**src/rtl/rr_bus_arbiter.sv**
```systemverilog
// Round-robin arbiter that runs one bus transaction at a time: grant, select strobe, then wait for ok or time out.
// Latency: grant and o_sel appear one edge after a request is seen in IDLE; at most 3 + TIMEOUT cycles per transaction.
// Backpressure: requests are sampled only in IDLE; other requesters hold i_req until they are granted.
module rr_bus_arbiter #(
    parameter int N_REQ   = 4,
    parameter int TIMEOUT = 15,
    parameter int TO_W    = 4
) (
    input  logic             i_clk,
    input  logic             i_rst_n,
    input  logic [N_REQ-1:0] i_req,
    input  logic [N_REQ-1:0] i_wr,
    input  logic             i_ok,
    output logic [N_REQ-1:0] o_gnt,
    output logic             o_sel,
    output logic             o_write,
    output logic [N_REQ-1:0] o_done,
    output logic [N_REQ-1:0] o_err,
    output logic [2:0]       o_state
);

    localparam int IW = (N_REQ > 1) ? $clog2(N_REQ) : 1;

    localparam logic [2:0] S_IDLE = 3'd0;
    localparam logic [2:0] S_ADDR = 3'd1;
    localparam logic [2:0] S_WAIT = 3'd2;
    localparam logic [2:0] S_DONE = 3'd3;

    logic [2:0]       state_q, state_d;
    logic [N_REQ-1:0] gnt_q, gnt_d;
    logic             sel_q, sel_d;
    logic             write_q, write_d;
    logic [N_REQ-1:0] done_q, done_d;
    logic [N_REQ-1:0] err_q, err_d;
    logic [TO_W-1:0]  cnt_q, cnt_d;
    logic [IW-1:0]    last_q, last_d;
    logic [IW-1:0]    win_q, win_d;

    logic             scan_found;
    logic [IW-1:0]    scan_win;
    logic [IW:0]      scan_sum;
    logic [IW-1:0]    scan_idx;
    logic             wait_expired;

    assign wait_expired = (cnt_q == TO_W'(TIMEOUT - 1));

    // Scan starts just after the last winner and wraps, so nobody is served twice while others wait.
    always_comb begin
        scan_found = 1'b0;
        scan_win   = '0;
        scan_sum   = '0;
        scan_idx   = '0;
        for (int k = 1; k <= N_REQ; k++) begin
            scan_sum = {1'b0, last_q} + (IW+1)'(k);
            if (scan_sum >= (IW+1)'(N_REQ)) begin
                scan_sum = scan_sum - (IW+1)'(N_REQ);
            end
            scan_idx = scan_sum[IW-1:0];
            if (!scan_found && i_req[scan_idx]) begin
                scan_found = 1'b1;
                scan_win   = scan_idx;
            end
        end
    end

    always_ff @(posedge i_clk or negedge i_rst_n) begin
        if (!i_rst_n) begin
            state_q <= S_IDLE;
        end else begin
            state_q <= state_d;
        end
    end

    always_comb begin
        state_d = S_IDLE;
        case (state_q)
            S_IDLE:  state_d = scan_found ? S_ADDR : S_IDLE;
            S_ADDR:  state_d = S_WAIT;
            S_WAIT:  state_d = (i_ok || wait_expired) ? S_DONE : S_WAIT;
            S_DONE:  state_d = S_IDLE;
            default: state_d = S_IDLE;
        endcase
    end

    // Next values of the registered outputs and the datapath state.
    always_comb begin
        gnt_d   = gnt_q;
        sel_d   = 1'b0;
        write_d = write_q;
        done_d  = '0;
        err_d   = '0;
        cnt_d   = cnt_q;
        last_d  = last_q;
        win_d   = win_q;
        case (state_q)
            S_IDLE: begin
                gnt_d   = '0;
                write_d = 1'b0;
                if (scan_found) begin
                    gnt_d[scan_win] = 1'b1;
                    write_d         = i_wr[scan_win];
                    sel_d           = 1'b1;
                    win_d           = scan_win;
                end
            end
            S_ADDR: cnt_d = '0;
            S_WAIT: begin
                // ok on the final timeout cycle still counts as success.
                if (i_ok) begin
                    done_d[win_q] = 1'b1;
                end else if (wait_expired) begin
                    err_d[win_q] = 1'b1;
                end else begin
                    cnt_d = cnt_q + 1'b1;
                end
            end
            S_DONE: begin
                gnt_d   = '0;
                write_d = 1'b0;
                last_d  = win_q;
            end
            default: begin
                gnt_d   = '0;
                write_d = 1'b0;
                cnt_d   = '0;
            end
        endcase
    end

    always_ff @(posedge i_clk or negedge i_rst_n) begin
        if (!i_rst_n) begin
            gnt_q   <= '0;
            sel_q   <= 1'b0;
            write_q <= 1'b0;
            done_q  <= '0;
            err_q   <= '0;
            cnt_q   <= '0;
            last_q  <= IW'(N_REQ - 1);
            win_q   <= '0;
        end else begin
            gnt_q   <= gnt_d;
            sel_q   <= sel_d;
            write_q <= write_d;
            done_q  <= done_d;
            err_q   <= err_d;
            cnt_q   <= cnt_d;
            last_q  <= last_d;
            win_q   <= win_d;
        end
    end

    assign o_gnt   = gnt_q;
    assign o_sel   = sel_q;
    assign o_write = write_q;
    assign o_done  = done_q;
    assign o_err   = err_q;
    assign o_state = state_q;

endmodule

```
**config.mk**
```make
export PLATFORM = sky130hd
export DESIGN_NAME = rr_bus_arbiter
export DESIGN_NICKNAME = d
export VERILOG_FILES = /design/src/rtl/rr_bus_arbiter.sv
export SDC_FILE = /design/constraint.sdc
export NUM_CORES = 1
export LEC_CHECK = 0
export ABC_CLOCK_PERIOD_IN_PS = 1800
export CORE_ASPECT_RATIO = 1.4
export CORE_MARGIN = 4
export CORE_UTILIZATION = 48
export DETAILED_ROUTE_END_ITERATION = 8
export GPL_TIMING_DRIVEN = 1
export PLACE_DENSITY = 0.78
export SLEW_MARGIN = 0
export SYNTH_ARGS = -nofsm -noshare
export SYNTH_HDL_FRONTEND = slang
export SYNTH_SLANG_ARGS = --single-unit
export TNS_END_PERCENT = 100
```
**constraint.sdc**
```tcl
create_clock -name i_clk -period 1.8 [get_ports i_clk]
set_input_delay 0.18 -clock i_clk [delete_from_list [all_inputs] [get_ports i_clk]]
set_output_delay 0.18 -clock i_clk [all_outputs]
set_load 0.005 [all_outputs]
```
Yosys cells after proc, flatten, opt, wreduce, memory -nomap -nowiden

Cells that the tools add are included.

Memories kept: 0
Bits in read-only memories: 0
Memory bits (writable): 0
Input bits: 11
Flip-flop bits (word level): 25
Latch bits: 0

Multipliers: 0
Bitwise operators: 1
Reduce and logical (&&, ||, !) cells: 14
Div/mod/pow operators: 0
Add/sub/neg operators: 9
Shifts and indexed selects: 0
Mux-type cells: 43
Equality and inequality tests: 6
Magnitude comparators: 12

Operators with widths:

| cell                | count |
|---|---|
| $mux 4              | 8 |
| $lt 2x3->1 const B  | 6 |
| $mux 1              | 16 |
| $mux 2              | 8 |
| $pmux 4 s2          | 2 |
| $ge 3x3->1 const B  | 4 |
| $bmux 1 s2          | 5 |
| $sub 2x1->2 const B | 4 |
| $add 2x2->3 const B | 2 |
| $eq 3x2->1 const B  | 2 |
| $pmux 2 s3          | 1 |
| $logic_and 1x1->1   | 5 |
| $add 4x1->4 const B | 1 |
| $demux 1 s2         | 2 |
| $eq 4x4->1 const B  | 1 |
| $ge 2x1->1 const B  | 2 |
| $ne 2x2->1 const B  | 2 |
| $reduce_or 2->1     | 2 |
| $add 2x1->3 const B | 1 |
| $add 2x3->3 const B | 1 |
| $eq 3x1->1 const B  | 1 |
| $logic_not 1->1     | 3 |
| $logic_not 3->1     | 1 |
| $reduce_and 3->1    | 1 |
| 4 further kinds     | 4 |

Logic depth before layout (Yosys ltp)

Depth after elaboration: 21
Gate-level depth with buffers: 7
Gate-level depth less buffers: 7

Least setup slack after synthesis

OpenSTA, ideal clock, no wires.

Path type: register to register
Start point: register last_q[1]
End point: register write_q, in the netlist o_write
Stages on the path, launching flop included: 6
Path buffers: 0
Arrival time: 1.478 ns
Period minus slack after synthesis: 1.604 ns
Setup slack: 0.196 ns
Path through: dfstp_2 > mux2_4 > a22oi_2 > a21boi_0 > a211oi_1 > o31ai_2

Cells in the longest elaborated chain, start to end: 19
Elaborated cells between the ends (all ways): 42

Ends and longest elaborated chain:

| element                                          | RTL line | source |
|---|---|---|
| start, declared                                  | 36       | `logic [IW-1:0] last_q, last_d;` |
| start signal, assigned                           | 138      | `last_q <= IW'(N_REQ - 1);` |
| start signal, assigned                           | 147      | `last_q <= last_d;` |
| $add 2x1->3                                      | 54       | `scan_sum = {1'b0, last_q} + (IW+1)'(k);` |
| $ge 3x3->1 / $sub 2x1->2 (equally long branches) | 55, 56   |  |
| $mux 2                                           | 55       | `if (scan_sum >= (IW+1)'(N_REQ)) begin` |
| $bmux 1 s2                                       | 59       | `if (!scan_found && i_req[scan_idx]) begin` |
| $mux 1 (not written as such)                     | 59       |  |
| $mux 1                                           | 59       |  |
| $logic_not 1->1                                  | 59       |  |
| $logic_and 1x1->1                                | 59       |  |
| (+3 left out)                                    | --       |  |
| $mux 1                                           | 59       |  |
| $logic_not 1->1                                  | 59       |  |
| $logic_and 1x1->1                                | 59       |  |
| $mux 2                                           | 59       |  |
| $bmux 1 s2                                       | 101      | `write_d = i_wr[scan_win];` |
| $mux 1 (not written as such)                     | 101      |  |
| $mux 1 (*)                                       | 99       | `if (scan_found) begin` |
| $pmux 1 s2 (*)                                   | 95       | `case (state_q)` |
| end signal, assigned                             | 143      | `write_q <= write_d;` |
| end, declared                                    | 32       | `logic write_q, write_d;` |

Every way passes the cells marked *; elsewhere a longest branch is shown, timed or not. The select of a mux whose other input is x is not followed.
A chain may end at the register's enable or synchronous reset.

Worst setup path in the final report

Same ends and word-level chain as after synthesis.

==> metrics.csv <==
stage;metric;value;unit
routing;drt via density;5.37;
die;Die Span X;49.0;um
global_routing;antenna violations before repair;0;
sta;final setup margin;0.0876;ns
routing;DR DRC count;0;
worst_setup_path;Crit. End Element;flop;
routing;antenna viol nets, final;0;
synthesis;fraction of the mapped netlist area in simple logic gates;16.9;%
sta;fin crit share;95.1;%
placed_design;Cells after DPL;160;
worst_setup_path;CP Data Required Time;2.02;ns
sta;Layout Skew;0.00669;ns
die;core box area;0.00220;sq mm
synthesis;Synth Flop Type;dfrtp_1;
synthesis;post-synthesis sequential area ratio;53.4;%
cells_and_area;ant diodes;0;
power;Lkg Pwr;0.684;nW
die;cell row count;20;
synthesis;cell count after synthesis;110;
synthesis;cell taking the most area after synthesis;dfrtp_1;
sta;final max-slew violation count;0;
cells_and_area;FILL cells;177;
clocking;CTS root buffer;clkbuf_4;
synthesis;Commonest cells post-synth;dfrtp_1, nand2_1, nor2_1, inv_1, ha_1;
synthesis;top cell type's share of synthesized area;48.8;%
worst_setup_path;crit-path cells;mux2_4 -> a22oi_2 -> and2_4 -> a211oi_1 -> o31ai_2;
cells_and_area;fin nets;161;
synthesis;top-count cell post-synth;dfrtp_1;
clocking;Clock Sinks;24;
synthesis;Post-Synth Adder-Cell Area;6.65;%
placed_design;routability cong.;0.707;
sta;Hold Slack;0.204;ns
synthesis;post-synth cell types;32;
power;worst vdd ir;1.10;mV
worst_setup_path;CP Launch Type;flop;
power;pwr dens;1490;mW/mm^2
clocking;clock insertion delay at the later pin of the skew report;0.30;ns
global_routing;Tot GR Track Use;15.4;%
clocking;clock slew at reported path FFs;0.13;ns
die;DIE AREA;0.00320;sq mm
synthesis;#FFs+latches synth;24;
cells_and_area;ratio of cells with drive above 1 in the final layout;13.3;%
sta;RSZ-0062 raised after global routing;true;
worst_setup_path;critical path's top delay family;flip-flops;
sta;final setup violation count;0;
synthesis;combinational family with the most area after synthesis;simple AND/OR/NAND/NOR gates;
flow_run;max_cap viols;0;
synthesis;Synthesis Warnings;0;
synthesis;mux cell area share after synthesis;2.33;%
sta;Final Hold Violating Endpoints;0;
cells_and_area;final instance area;0.00150;sq mm
placed_design;dpl cell area;0.00144;sq mm
synthesis;Syn Std Cell Area;0.00113;sq mm
placed_design;dpl ws;0.00994;ns
sta;max frequency;584;MHz
synthesis;mean area per synthesized cell;10.3;sq um
global_routing;GR Overflow Total;0;
worst_setup_path;crit path DAT;1.94;ns
die;initial core utilization;51.2;%
global_routing;largest net degree at the start of global routing;25;
cells_and_area;final core occ;68.1;%
clocking;Hold Buf Count CTS;0;
synthesis;Area contributors post-synth;dfrtp_1, ha_1, nand2_1;
global_routing;global-route wire length before repair;3950;um
synthesis;Synth Area in Compound Gates;16.7;%
status;status;finished, final reports clean;
sta;fin crit period;1.71;ns
die;IO Pins;28;
placed_design;DP HPWL;1790;um
worst_hold_path;Hold Crit Class;input port to async pin;
routing;Vias;886;
clocking;CTS tree;done;
synthesis;Synth async-reset ratio;100;%
cells_and_area;area delta synth->final;32.8;%
synthesis;XOR/XNOR Fraction of Synth Area;0;%
clocking;TritonCTS Buffers;3;
worst_setup_path;Worst Path Max Fanout;6;
routing;1st-iter DRT viols;17;
synthesis;number of synthesized flops with an enable pin;0;
cells_and_area;Final Non-Filler Cells;165;
synthesis;Net Count, Synth;127;
worst_setup_path;CP max stage cell;dfstp_2;
die;Die Y-Extent;65.4;um
clocking;CTS max path bufs;2;
placed_design;PortBufs;26;
sta;setup total negative slack;0;ns
worst_setup_path;max incr delay on CP;0.62;ns
routing;DRT Pass-1 Iters;4;
routing;WL/cell;13.8;um
routing;final wirelength;2270;um
global_routing;vias in the first global route;891;
cells_and_area;FF/Latch Area;603;sq um
cells_and_area;Multi-input gate area;488;sq um
worst_setup_path;CP bufs+invs;0;
clocking;H-tree depth;1;
worst_setup_path;Setup CP Type;flop to flop;
power;Pwr Total;2.24;mW
## layout make-up
cell class                 count  area share (%)
clock buffer                   3            1.50
clock inverter                 1            2.00
inverter                       8            2.00
multi-input combinational     76            32.6
sequential                    24            40.2
tap                           22            1.84
timing repair buffer          31            19.9
## registers in the layout, indices dropped and copies added (netlist names)
signal / cells
cnt_q: 4
o_done: 4
o_sel: 1
last_q: 2
win_q: 2
o_err: 4
o_write: 1
o_state: 2
o_gnt: 4
## worst paths after layout
| check | startpoint | end | slack (ns) | cells past startpoint |
|---|---|---|---|---|
| min in group i_clk | o_gnt[0] | o_gnt[0] | 0.51 | 2 |
| hold / removal | i_rst_n | o_done[3] | 0.20 | 2 |
| setup / recovery | last_q[1] | o_write | 0.09 | 5 |
| hold reg to reg | o_gnt[0] | o_gnt[0] | 0.51 | 2 |
| max in group asynchronous | i_rst_n | last_q[0] | 1.32 | 2 |
| setup reg to reg | last_q[1] | o_write | 0.09 | 5 |
## power breakdown
group	switching (mW)	internal (mW)
registers	0.153	0.716
clock network	0.154	0.225
logic	0.489	0.502
total	0.796	1.44
## layout by cell type (no fill, tap or decap), types with 2 or more instances in the layout
master and count:
nor3_1 4, buf_4 5, nand3_1 4, o21ai_0 2, ha_1 6, dfrtp_1 22
nor2_1 8, o21ai_1 3, a21oi_1 4, nand2_1 16, clkbuf_4 3, o31ai_1 5
clkdlybuf4s50_1 26, a31oi_1 2, dfstp_2 2, inv_1 7, a21boi_0 2, nand2b_1 5
## timing repair
item                       4_1_cts  5_1_grt
hold endpoints to repair         0        0
setup endpoints to repair        0        3
buffers inserted                 0        1
gates resized for setup          0        1
## cells by family (layout without fill, tap and decap cells)
group / after synthesis / in the layout
compound gates: 26 / 26
buf+inv: 10 / 43
fa+ha+maj: 6 / 6
flops: 24 / 24
mux: 2 / 2
simple gates: 41 / 41
other cells: 1 / 1
## routing by layer
metal | vias to the layer above | part of all wire, % | global-route usage [%] | wire (um)
met1 | 432 | 43 | 17.8 | 967
met5 | - | 0 | 0 | 0
li1 | 442 | - | - | -
met2 | 10 | 54 | 28.3 | 1220
met4 | 0 | 1.1 | 5.05 | 24
met3 | 2 | 2.5 | 2.49 | 57
(Power assumes the default switching activity.)
